===== src/rtl/relu_stream.sv =====
// AXI-Stream ReLU stage: zeroes negative int8 lanes, registers the word and
// regenerates TLAST from the latched frame size, with a start/done handshake.
module relu_stream #(
  parameter int C_S00_AXIS_TDATA_WIDTH = 32,
  parameter int LANE_W                 = 8
) (
  input  logic                                  clk,
  input  logic                                  rstn,
  output logic                                  S_AXIS_TREADY,
  input  logic [C_S00_AXIS_TDATA_WIDTH-1:0]     S_AXIS_TDATA,
  input  logic [C_S00_AXIS_TDATA_WIDTH/8-1:0]   S_AXIS_TKEEP,
  input  logic                                  S_AXIS_TUSER,
  input  logic                                  S_AXIS_TLAST,
  input  logic                                  S_AXIS_TVALID,
  input  logic                                  M_AXIS_TREADY,
  output logic                                  M_AXIS_TUSER,
  output logic [C_S00_AXIS_TDATA_WIDTH-1:0]     M_AXIS_TDATA,
  output logic [C_S00_AXIS_TDATA_WIDTH/8-1:0]   M_AXIS_TKEEP,
  output logic                                  M_AXIS_TLAST,
  output logic                                  M_AXIS_TVALID,
  input  logic                                  relu_start,
  output logic                                  relu_done,
  input  logic [5:0]                            flen,
  input  logic [8:0]                            in_channel,
  output logic                                  tlast_err
);

  localparam int LANES = C_S00_AXIS_TDATA_WIDTH / LANE_W;

  typedef enum logic [1:0] {IDLE, RUN, DONE} state_t;

  state_t                            state_reg;
  logic [16:0]                       total_reg;
  logic [16:0]                       in_cnt_reg;
  logic [16:0]                       out_cnt_reg;
  logic [19:0]                       prod;
  logic [16:0]                       total_calc;
  logic [C_S00_AXIS_TDATA_WIDTH-1:0] relu_word;
  logic                              in_hs;
  logic                              out_hs;
  logic                              last_in;
  logic                              unused_bits;

  // 32*32*256 = 2^18 fits in 20 bits; dividing by 4 leaves a 17-bit word count.
  assign prod       = 20'(flen) * 20'(flen) * 20'(in_channel);
  assign total_calc = prod[18:2];
  assign unused_bits = ^{S_AXIS_TKEEP, prod[19], prod[1:0]};

  genvar gi;
  generate
    for (gi = 0; gi < LANES; gi++) begin : g_lane
      assign relu_word[gi*LANE_W +: LANE_W] =
        S_AXIS_TDATA[gi*LANE_W + LANE_W - 1] ? '0 : S_AXIS_TDATA[gi*LANE_W +: LANE_W];
    end
  endgenerate

  assign M_AXIS_TKEEP  = '1;
  assign S_AXIS_TREADY = (state_reg == RUN) && (in_cnt_reg < total_reg) &&
                         (!M_AXIS_TVALID || M_AXIS_TREADY);
  assign in_hs   = S_AXIS_TVALID && S_AXIS_TREADY;
  assign out_hs  = M_AXIS_TVALID && M_AXIS_TREADY;
  assign last_in = (in_cnt_reg == total_reg - 17'd1);

  always_ff @(posedge clk) begin
    if (!rstn) begin
      state_reg     <= IDLE;
      total_reg     <= '0;
      in_cnt_reg    <= '0;
      out_cnt_reg   <= '0;
      M_AXIS_TVALID <= 1'b0;
      M_AXIS_TLAST  <= 1'b0;
      M_AXIS_TUSER  <= 1'b0;
      M_AXIS_TDATA  <= '0;
      relu_done     <= 1'b0;
      tlast_err     <= 1'b0;
    end else begin
      case (state_reg)
        IDLE: begin
          if (relu_start) begin
            state_reg   <= RUN;
            total_reg   <= total_calc;
            in_cnt_reg  <= '0;
            out_cnt_reg <= '0;
            tlast_err   <= 1'b0;
          end
        end
        RUN: begin
          if (out_hs && (out_cnt_reg == total_reg - 17'd1)) begin
            state_reg <= DONE;
            relu_done <= 1'b1;
          end
        end
        DONE: begin
          if (!relu_start) begin
            state_reg <= IDLE;
            relu_done <= 1'b0;
          end
        end
        default: state_reg <= IDLE;
      endcase

      // A fresh input word always wins; otherwise a consumed word empties the stage.
      if (in_hs) begin
        M_AXIS_TDATA  <= relu_word;
        M_AXIS_TUSER  <= S_AXIS_TUSER;
        M_AXIS_TVALID <= 1'b1;
        M_AXIS_TLAST  <= last_in;
        in_cnt_reg    <= in_cnt_reg + 17'd1;
        if (S_AXIS_TLAST != last_in)
          tlast_err <= 1'b1;
      end else if (out_hs) begin
        M_AXIS_TVALID <= 1'b0;
      end

      if (out_hs)
        out_cnt_reg <= out_cnt_reg + 17'd1;
    end
  end

endmodule


===== config.mk =====
export PLATFORM = sky130hd
export DESIGN_NAME = relu_stream
export DESIGN_NICKNAME = d
export VERILOG_FILES = /design/src/rtl/relu_stream.sv
export SDC_FILE = /design/constraint.sdc
export NUM_CORES = 1
export LEC_CHECK = 0
export BUFFER_PORTS_ARGS = -buffer_cell sky130_fd_sc_hd__buf_2
export CAP_MARGIN = 20
export CORE_MARGIN = 2
export CORE_UTILIZATION = 30
export CTS_CLUSTER_SIZE = 20
export DETAILED_ROUTE_END_ITERATION = 10
export GPL_TIMING_DRIVEN = 0
export PLACE_DENSITY_LB_ADDON = 0.08
export SYNTH_ARGS = -nofsm -noshare
export SYNTH_HDL_FRONTEND = slang
export SYNTH_SLANG_ARGS = --single-unit

===== constraint.sdc =====
create_clock -name clk -period 8.8 [get_ports clk]
set_input_delay 0.88 -clock clk [delete_from_list [all_inputs] [get_ports clk]]
set_output_delay 0.88 -clock clk [all_outputs]
set_load 0.02 [all_outputs]

==> flow_summary.json <==
{
  "run_status": "completed",
  "ys_ff_latch": 86,
  "grt_max_degree": 15,
  "hpwl_um": 20200,
  "drc": 0,
  "p_int_mw": 2.01,
  "holdWs_ns": 0.492,
  "num_io_pins": 100,
  "yosysMostFrequentCell": "inv_1",
  "placement.cell_area_um2": 9960,
  "fp.dieH_um": 177,
  "ys_top_cells_by_area": "dfxtp_1 19%, fa_1 16%, ha_1 9.6%, inv_1 5.7%, and2_1 5.3%",
  "worstPathMaxFanout": 10,
  "holdBufCountCts": 0,
  "top_register": "M_AXIS_TDATA",
  "p_sw_share_pct": 49.6,
  "grt_pass1_wl_um": 41100,
  "fin_crit_sh_pct": 93.6,
  "antennaDiodeCount": 0,
  "finalSetupViolations": 0,
  "tritoncts": "yes",
  "synth_ff_type": "dfxtp_1",
  "synth_top_cell_area_share_pct": 19.1,
  "grt-ovfl-total": 0,
  "first_iter_violations": 291,
  "first_pass_iters": 4,
  "dr_total_vias": 7528,
  "clkPwrFrac_pct": 9.8,
  "critPathArrivalTime_ns": 8.44,
  "clock_skew_ns": 0.0155,
  "yosys.area.top_type": "dfxtp_1",
  "root_buffer": "clkbuf_16",
  "worst_path_max_delay_cell": "fa_1",
  "wl_per_cell_um": 15.6,
  "core-area_um2": 29600,
  "rows": 63,
  "hold_violations": 0,
  "seq_area_um2": 1720,
  "seq_power_share_pct": 11.0,
  "fin_nets": 1407,
  "vdd_drop_max_v": 0.000274,
  "grt_pass1_vias": 7690,
  "min_period_ns": 8.24,
  "crit_required_ns": 9.01,
  "switchingPower_mw": 1.98,
  "max_freq_mhz": 121,
  "n_fill_cell": 3243,
  "p_leak_nw": 4.56,
  "clock-sinks": 86,
  "synth_common_cells": "136 x inv_1, 111 x nand2_1, 86 x dfxtp_1, 77 x and2_1, 70 x fa_1",
  "portBuffers": 83,
  "relSlewSlack_pct": 42.9,
  "ys_warn_count": 0,
  "clock_path_buffers": 2,
  "cts_buffers": 9,
  "die_x_um": 177,
  "start_util_pct": 30.5,
  "syn_area_um2": 9020,
  "synth_cell_types": 70,
  "die_area_um2": 31500,
  "finalWeightedCongestion": 0.827,
  "area_delta_synth_final_pct": 14.4,
  "htreeDepth": 3,
  "viasPerCell": 4.69,
  "drive_gt1_share_pct": 12.4,
  "fin_total_pwr_mw": 3.98,
  "pwr-share-comb_pct": 79.2,
  "cap_viol_max_count": 0,
  "wl_um": 25000,
  "synth_seq_area_share_pct": 19.1,
  "final_core_util_pct": 34.8,
  "setup.worst_path.start_class": "input pin",
  "crit_path_frequent_cell": "fa_1",
  "synthCells": 1106,
  "crit_type": "in2reg",
  "fin_area_um2": 10300,
  "largest_reg_flops": 28,
  "cp_slowest_stage_delay_ns": 0.53,
  "final_max_slew_viol_count": 0,
  "tightest_slew_ns": 0.852,
  "clk_pin_slew_ns": 0.06,
  "power_density_nw_per_um2": 386,
  "endpoint_kind": "register",
  "multi_input_area_um2": 6580,
  "synth_edf_count": 0,
  "worstSkewPairLatency_ns": 0.35,
  "rsz0062_at_grt": "false",
  "final_antenna_net_count": 0,
  "grt.total_usage_pct": 16.5,
  "async_flop_share_pct": 0,
  "worstHoldPathType": "reg2reg",
  "antenna_found_initial": 0,
  "syn_avg_cell_area_um2": 8.16
}
==> stage by stage <==
stage               setup slack (ns)  TNS (ns)  instances
floorplan                       1.03         0       1112
global placement              -0.297    -0.800       1585
detailed placement            -0.302    -0.743       1585
CTS                           0.0302         0       1600
global route                  0.0497         0       1604
finish                         0.562         0       1604
==> critical path, delay by kind of cell <==
kind,cells,cell delay (ns)
buffers and inverters,7,0.62
XOR/XNOR,2,0.49
adder cells (fa/ha/maj),9,4.20
AO/OA/AOI/OAI,4,1.03
AND/OR/NAND/NOR,7,1.22
==> cell usage in the layout, fill, tap and decap left out, types with 13 or more instances in the layout <==
| cell | Yosys | routed |
|---|---|---|
| o21ai_0 | 45 | 45 |
| nor3b_1 | 33 | 32 |
| nand2_1 | 111 | 111 |
| and3_1 | 13 | 13 |
| clkbuf_1 | 45 | 45 |
| nand3_1 | 37 | 37 |
| inv_1 | 136 | 136 |
| nor2_1 | 41 | 41 |
| ha_1 | 69 | 69 |
| xnor2_1 | 38 | 36 |
| dfxtp_1 | 86 | 86 |
| a21oi_1 | 55 | 55 |
| fa_1 | 70 | 70 |
| and2_1 | 77 | 77 |
| nor2b_1 | 45 | 44 |
| nand4_1 | 13 | 13 |
| buf_2 | 5 | 88 |
| xor2_1 | 21 | 19 |
| a21boi_0 | 21 | 21 |
==> routing by layer <==
metal | vias to the layer above | global-route usage, % | wire, um
li1 | 3833 | - | -
met1 | 3613 | 21.6 | 11700
met2 | 73 | 29.2 | 12500
met3 | 9 | 1.89 | 631
met4 | 0 | 3.48 | 187
met5 | - | 0 | 0
==> cell families after synthesis <==
kind of cell    count (synthesis)  share of synthesized area [%]
mux                             8                          0.915
flops                          86                           19.1
other cells                     2                         0.0832
xor+xnor                       64                           6.90
buf+inv                       197                           8.85
compound gates                169                           11.6
fa+ha+maj                     139                           25.1
simple gates                  441                           27.5
==> worst paths after layout <==
| check | startpoint | to | slack [ns] | cells after the start |
|---|---|---|---|---|
| setup / recovery | flen[0] | total_reg[16] | 0.56 | 29 |
| hold / removal | M_AXIS_TLAST | M_AXIS_TLAST | 0.49 | 2 |
| setup reg to reg | total_reg[0] | M_AXIS_TLAST | 5.28 | 10 |
| hold reg to reg | M_AXIS_TLAST | M_AXIS_TLAST | 0.49 | 2 |
==> cell type report <==
cell class              count  area share (%)
plain buffers              61            2.79
clock buffers               9            2.18
clock inverters             6           0.594
inverters                 136            4.95
multi-input cells         829            63.8
flip-flops and latches     86            16.7
well taps                 390            4.73
repair buffers             87            4.32
==> timing repair <==
| action | 4_1_cts | 5_1_grt |
|---|---|---|
| resized for setup | 0 | 7 |
| setup buffers | 0 | 4 |
| setup endpoints to repair | 0 | 6 |
==> power by group through the flow <==
stage          registers (mW)  clock network, mW  logic, mW
4_1_cts                 0.438              0.405       3.18
6_report                0.438              0.391       3.16
5_1_grt                 0.441              0.418       3.69
3_5_place_dp            0.447                  0       3.13
3_3_place_gp            0.446                  0       3.15
2_1_floorplan           0.449                  0       2.49
(Power assumes the default switching activity.)
